## src/rtl/latch_bank_arbiter.sv

```systemverilog
// latch_bank_arbiter: round-robin arbiter driving a shared inverted-gate latch bank with preset.
// Define LATCH_ARB_VERIFY_EN to add the LATCH_Q readback input and sticky ERR output.
module latch_bank_arbiter #(
   parameter int NREQ        = 4,
   parameter int DW          = 4,
   parameter int GATE_CYCLES = 2,
   parameter int PRE_CYCLES  = 1
) (
   input  logic               CLK,
   input  logic               RST,
   input  logic [NREQ-1:0]    REQ,
   input  logic [NREQ*DW-1:0] DATA,
   input  logic               PRE_REQ,
`ifdef LATCH_ARB_VERIFY_EN
   input  logic [DW-1:0]      LATCH_Q,
   output logic               ERR,
`endif
   output logic [NREQ-1:0]    GNT,
   output logic               DONE,
   output logic               BUSY,
   output logic [DW-1:0]      LATCH_D,
   output logic               LATCH_G,
   output logic               LATCH_PRE
);

   localparam int PW   = (NREQ > 1) ? $clog2(NREQ) : 1;
   localparam int CMAX = (GATE_CYCLES > PRE_CYCLES) ? GATE_CYCLES : PRE_CYCLES;
   localparam int CW   = (CMAX > 1) ? $clog2(CMAX) : 1;
   localparam logic [CW-1:0] GATE_LAST = CW'(GATE_CYCLES - 1);
   localparam logic [CW-1:0] PRE_LAST  = CW'(PRE_CYCLES - 1);
   localparam logic [PW-1:0] SEL_MAX   = PW'(NREQ - 1);

   typedef enum logic [2:0] {
      IDLE,
      PRESET,
      SETUP,
      GATE,
      HOLD
   } state_t;

   state_t          state;
   state_t          state_nxt;
   logic [CW-1:0]   cnt;
   logic [CW-1:0]   cnt_nxt;
   logic [PW-1:0]   ptr;
   logic [PW-1:0]   sel;
   logic            pre_pending;
   logic            pre_last;
   logic            rr_found;
   logic [PW-1:0]   rr_sel;
   logic [PW-1:0]   idx;
   logic [DW-1:0]   data_arr [NREQ];
   logic [NREQ-1:0] gnt_nxt;
   logic [DW-1:0]   d_nxt;
   logic            done_nxt;
   logic            g_nxt;
   logic            pre_nxt;
   logic            busy_nxt;

   assign pre_last = (state == PRESET) && (cnt == PRE_LAST);

   always_comb begin
      for (int i = 0; i < NREQ; i++) begin
         data_arr[i] = DATA[i*DW +: DW];
      end
   end

   // First requesting index at or above the pointer, wrapping past NREQ-1.
   always_comb begin
      rr_found = 1'b0;
      rr_sel   = '0;
      idx      = '0;
      for (int k = 0; k < NREQ; k++) begin
         idx = PW'((int'(ptr) + k) % NREQ);
         if (!rr_found && REQ[idx]) begin
            rr_found = 1'b1;
            rr_sel   = idx;
         end
      end
   end

   // State register plus the registered outputs and bookkeeping.
   always_ff @(posedge CLK) begin
      if (RST) begin
         state       <= IDLE;
         cnt         <= '0;
         ptr         <= '0;
         sel         <= '0;
         pre_pending <= 1'b0;
         GNT         <= '0;
         DONE        <= 1'b0;
         BUSY        <= 1'b0;
         LATCH_D     <= '0;
         LATCH_G     <= 1'b1;
         LATCH_PRE   <= 1'b0;
      end else begin
         state     <= state_nxt;
         cnt       <= cnt_nxt;
         GNT       <= gnt_nxt;
         DONE      <= done_nxt;
         BUSY      <= busy_nxt;
         LATCH_D   <= d_nxt;
         LATCH_G   <= g_nxt;
         LATCH_PRE <= pre_nxt;
         if (state == IDLE && state_nxt == SETUP) begin
            sel <= rr_sel;
         end
         if (state == HOLD) begin
            ptr <= (sel == SEL_MAX) ? '0 : sel + PW'(1);
         end
         if (state == IDLE && pre_pending) begin
            pre_pending <= 1'b0;
         end else if (PRE_REQ) begin
            pre_pending <= 1'b1;
         end
      end
   end

   always_comb begin
      state_nxt = state;
      cnt_nxt   = cnt;
      case (state)
         IDLE: begin
            cnt_nxt = '0;
            if (pre_pending) begin
               state_nxt = PRESET;
            end else if (rr_found) begin
               state_nxt = SETUP;
            end
         end
         PRESET: begin
            if (cnt == PRE_LAST) begin
               state_nxt = IDLE;
               cnt_nxt   = '0;
            end else begin
               cnt_nxt = cnt + CW'(1);
            end
         end
         SETUP: begin
            state_nxt = GATE;
            cnt_nxt   = '0;
         end
         GATE: begin
            if (cnt == GATE_LAST) begin
               state_nxt = HOLD;
               cnt_nxt   = '0;
            end else begin
               cnt_nxt = cnt + CW'(1);
            end
         end
         HOLD: begin
            state_nxt = IDLE;
         end
         default: begin
            state_nxt = IDLE;
            cnt_nxt   = '0;
         end
      endcase
   end

   // Pin values are derived from the upcoming state so they line up with it.
   always_comb begin
      gnt_nxt  = GNT;
      d_nxt    = LATCH_D;
      done_nxt = (state == HOLD) || pre_last;
      g_nxt    = (state_nxt != GATE);
      pre_nxt  = (state_nxt == PRESET);
      busy_nxt = (state_nxt != IDLE);
      if (state == IDLE && state_nxt == SETUP) begin
         gnt_nxt = NREQ'(1) << rr_sel;
         d_nxt   = data_arr[rr_sel];
      end else if (state == HOLD) begin
         gnt_nxt = '0;
      end
   end

`ifdef LATCH_ARB_VERIFY_EN
   always_ff @(posedge CLK) begin
      if (RST) begin
         ERR <= 1'b0;
      end else if ((state == HOLD && LATCH_Q != LATCH_D) || (pre_last && LATCH_Q != '1)) begin
         ERR <= 1'b1;
      end
   end
`endif

endmodule

```

## config.mk

```make
export PLATFORM = sky130hd
export DESIGN_NAME = latch_bank_arbiter
export DESIGN_NICKNAME = d
export VERILOG_FILES = /design/src/rtl/latch_bank_arbiter.sv
export SDC_FILE = /design/constraint.sdc
export NUM_CORES = 1
export LEC_CHECK = 0
export ABC_AREA = 0
export BUFFER_PORTS_ARGS = -buffer_cell sky130_fd_sc_hd__clkbuf_2
export CAP_MARGIN = 30
export CORE_AREA = 2 2 46 56
export DETAILED_ROUTE_END_ITERATION = 16
export DIE_AREA = 0 0 48 58
export MAX_ROUTING_LAYER = met4
export PLACE_DENSITY = 0.79
export RECOVER_POWER = 25
export SETUP_SLACK_MARGIN = 0.1
export SYNTH_ARGS = -nofsm -noshare
export SYNTH_HDL_FRONTEND = slang
export SYNTH_SLANG_ARGS = --single-unit
```

## constraint.sdc

```tcl
create_clock -name CLK -period 2.1 [get_ports CLK]
set_input_delay 0.21 -clock CLK [delete_from_list [all_inputs] [get_ports CLK]]
set_output_delay 0.21 -clock CLK [all_outputs]
set_load 0.02 [all_outputs]
```

# Word-level counts from Yosys, hierarchy flattened
# Index checks and enable logic that the tools add are counted.
# W data, S select, Z words.
# totals
regBits	21
in_bits	23
wordCells	76
# op_classes
add_sub_neg	5
magnitude_cmp	5
eq_ne	8
shifts	1
mux	30
n_bitwise	2
n_reduce_logical	14
# op_table
operator	n
$mux W4	4
$lt A2 B3 Y1 const B	4
$mux W3	4
$pmux W3 S4	1
$mux W1	10
$mux W2	5
$eq A3 B2 Y1 const B	3
$bmux W1 S2	4
$bmux W4 S2	1
$eq A3 B1 Y1 const B	2
$logic_and A1 B1 Y1	6
$add A2 B1 Y2 const B	2
$add A2 B2 Y2 const B	2
$shl A1 B2 Y4 const A	1
$eq A3 B3 Y1 const B	1
$ge A3 B3 Y1 const B	1
$logic_not A1 Y1	3
$logic_not A3 Y1	1
$ne A3 B2 Y1 const B	1
$not A2 Y3	1
$pmux W1 S3	1
$reduce_bool A3 Y1	1
$eq A2 B2 Y1 const B	1
$reduce_bool A2 Y1	1
other kinds (4)	4

# Logic depth before layout (Yosys ltp)
# logic_depth
ltp_word	18
ltp_mapped	6
mapped_depth_nobuf	5

# Least setup slack after synthesis
# No wires, ideal clock.
# synth_path
path_type	reg-to-reg
startpoint	register state[0]
endpoint	register LATCH_D[3]
setup_ns	0.116
arrival_time_ns	1.577
required_ns	1.984
setup_slack_ns	0.407
stages_incl_launch_ff	6
path_buffers	0
period_less_slack_ns	1.693
path_cell_list	dfxtp_1 -> or2_4 -> or4_4 -> nor3_4 -> o211ai_1 -> o211a_1
# synth_via
elab_chain_len	5
elab_cells_between_ends	11
classes_between	4 x eq/ne; 5 x mux; 2 x reduce/logical
# synth_rtl
item	line_no	text
start: declaration	41	state_t state;
start signal: assignment	97	state <= state_nxt;
$mux W3	127	end else if (rr_found) begin
$mux W3	125	if (pre_pending) begin
$pmux W3 S4	122	case (state)
$eq A3 B2 Y1	169	if (state == IDLE && state_nxt == SETUP) begin
$logic_and A1 B1 Y1 (*)	169	
end signal: assignment	102	LATCH_D <= d_nxt;
end: declaration	21	output logic [DW-1:0] LATCH_D,
# Mark *: on every way between the ends. The rest lies on a longest branch, timed or not.
# A chain may end at the register's enable or synchronous reset.

# Worst setup path after layout
# layout_path
startpoint	register state[0]
endpoint	register LATCH_D[2]
# The elaborated chain is that of the path after synthesis.

==> impl_results.md <==
- Final Hold Fails: 0
- RePlAce Congestion: 0.882
- RSZ-0062 raised after global routing: no
- Synth Area in XOR/XNOR: 0.00852
- VDD IR max: 0.594 mV
- Worst R2R Path Depth: 5
- Critical Path Start: state[0]$_SDFF_PP0_
- Post-CTS setup buffer count: 0
- CTS tree: built
- Hold Path Class: primary input to flip-flop
- Core Rows: 19
- GR Overflow Total: 0
- Compound-Gate Fraction of Synth Area: 0.241
- Syn nets: 137
- Worst Setup Start Kind: flip-flop
- Initial Utilization: 0.455
- Worst skew pair latency: 0.30 ns
- Chip Height: 58 µm
- Simple-gate portion of the synthesized area: 0.246
- Adder-cell share of the synthesized area: 0.0122
- Synth Flop Type: dfxtp_1
- Hold slack: 0.160 ns
- Synth cell types: 38
- Clk sinks: 21
- Slew @ Worst Pin: 0.574 ns
- Async SR Flop Fraction: 0
- Via density: 5.34
- RR Startpoint: state[0]$_SDFF_PP0_
- DRT iter0 DRCs: 13
- Deepest clock path buffer count: 2
- Post-cts hold buffer count: 0
- Synth area leaders: dfxtp_1, nor2_1, a21oi_1, a211oi_1, mux2i_1
- Post-synthesis mux area share: 0.0511
- Antenna violations before repair: 0
- Power density cells: 773 nW/µm²
- Slew Viols, Final: 0
- Avg Cell Area, Syn: 9.10 µm²
- WL per Instance: 12.8 µm
- Crit end category: flip-flop
- Worst r2r dst: LATCH_D[2]$_SDFFE_PP0P_
- CTS buffer count: 3
- Synth warnings: 0
- Required time worst endpoint: 2.31 ns
- Min Tclk post-route: 1.85 ns
- Setup TNS: 0 ns
- # resized after CTS: 0
- Antenna diodes: 0
- Via count: 956
- Final setup vio count: 0
- Post-Synthesis Cells: 113
- Routed WL: 2300 µm
- Number of global-route vias before repair: 904
- WHS Path Cells: 3
- Setup CP Type: flip-flop to flip-flop
- Total die area: 2780 µm²
- Core ar.: 2260 µm²
- Combinational family with the most area after synthesis: simple AND/OR/NAND/NOR gates
- # DRC: 0
- Sequential share of the synthesized area: 0.409
- Number of antenna-violating nets in the routed design: 0
- Port buffer count: 34
- EDFF count, synth: 0
- Share of cells above drive strength 1: 0.304
- Hold path start: PRE_REQ
- Max_cap viols: 0
- Drt first pass iters: 4
- H-tree depth: 1
- Status: completed
- Synth top area share: 0.409
- First-pass GRT wire length: 3820 µm
- Top Ports: 35
- Clock slew at reported path FFs: 0.11 ns
- Worst Setup EP: LATCH_D[2]$_SDFFE_PP0P_
- Crit share post-route: 0.880
- DP HPWL: 1830 µm
- Mapped cell area: 1030 µm²
- Relative slew slack: 0.618
- Yosys reg bits: 21
- Area delta synth->final: 21.0%
- Pin count of the biggest net entering global routing: 20
- Crit Path Max Fanout: 7
- Cell taking the most area after synthesis: dfxtp_1
- Aggregate global-route resource usage: 0.198
- Setup slack, reg-to-reg: 0.25 ns
- Worst EP arrival: 2.06 ns
- Leakage: 0.533 nW
- Layout net count: 173
- Post-Route Utilization: 0.551
- Die X: 48 µm
- Clk_skew: 0.00379 ns
- Clock tree root driver cell: clkbuf_4
- FMAX: 541 MHz
## sequential cells by signal, indices dropped and copies added (netlist names), 2 cells and up
| register | flops |
|---|---|
| state | 3 |
| sel | 2 |
| LATCH_D | 4 |
| GNT | 4 |
| ptr | 2 |
## metrics by stage
stage | std cells | setup WS [ns] | power (W) | instance area, µm²
after detailed placement | 175 | 0.271 | 0.000789 | 1230
after CTS | 179 | 0.258 | 0.000978 | 1250
after global routing | 179 | 0.116 | 0.00103 | 1240
final | 179 | 0.252 | 0.000963 | 1240
after global placement | 175 | 0.316 | 0.000777 | 1230
after floorplan | 113 | 0.407 | 0.000692 | 1030
## metal layers
| metal | wire [µm] | part of all wire | vias up | GRT usage |
|---|---|---|---|---|
| met3 | 59 | 0.026 | 4 | 0.0280 |
| li1 | - | - | 482 | - |
| met5 | 0 | 0 | - | - |
| met2 | 1170 | 0.51 | 20 | 0.314 |
| met1 | 1030 | 0.45 | 450 | 0.239 |
| met4 | 41 | 0.018 | 0 | 0.0927 |
## synth_stat cells (all sizes together) (2+ instances only)
master	count
nor4	2
o21a	2
nand3	3
o211ai	2
or2	2
a22oi	2
dfxtp	21
o21ai	5
nor2	19
nor3	6
a21oi	8
inv	6
mux2i	3
nand3b	2
mux2	2
a2bb2oi	2
clkbuf	2
o211a	2
nand2	3
o21bai	2
a211oi	5
## worst max-delay path: stages (launching register included)
cell	delay, ns
dfxtp_1	0.37
or2_4	0.29
or4_4	0.47
nor3_4	0.35
o211ai_1	0.14
o211a_1	0.14
## power by group
part	switching, W	internal, W	leakage (nW)
Clock	0.000117	0.0000710	0.0177
Combinational	0.000180	0.000117	0.343
Sequential	0.0000321	0.000445	0.172
## how the worst min path moves through the flow
stage                                    end
floorplan           pre_pending$_SDFFE_PP0P_
global placement    pre_pending$_SDFFE_PP0P_
finish              pre_pending$_SDFFE_PP0P_
global route        pre_pending$_SDFFE_PP0P_
detailed placement  pre_pending$_SDFFE_PP0P_
CTS                 pre_pending$_SDFFE_PP0P_
## placed cells by master (no fill, tap or decap), types with 3 or more instances in the layout
| master | instances |
|---|---|
| a211oi_1 | 5 |
| a21oi_1 | 8 |
| clkbuf_1 | 7 |
| clkbuf_2 | 27 |
| clkbuf_4 | 3 |
| dfxtp_1 | 21 |
| inv_1 | 6 |
| mux2i_1 | 3 |
| nand2_1 | 3 |
| nand3_1 | 3 |
| nor2_1 | 18 |
| nor3_1 | 5 |
| o21ai_0 | 4 |
## kinds of logic (layout without fill, tap and decap cells)
family | count (synthesis) | after routing
AO/OA/AOI/OAI | 34 | 34
multiplexers | 5 | 5
XOR/XNOR | 1 | 1
adder cells (fa/ha/maj) | 1 | 1
AND/OR/NAND/NOR | 42 | 42
buffers and inverters | 9 | 44
flip-flops | 21 | 21
## area by class of cell
class	count	area [µm²]
clock buffer	3	22.5
clock inverter	1	5.00
fill	220	1010
inverter	6	22.5
multi-input combinational	83	574
sequential	21	420
tap	31	38.8
timing repair buffer	34	161
(Power assumes the default switching activity.)
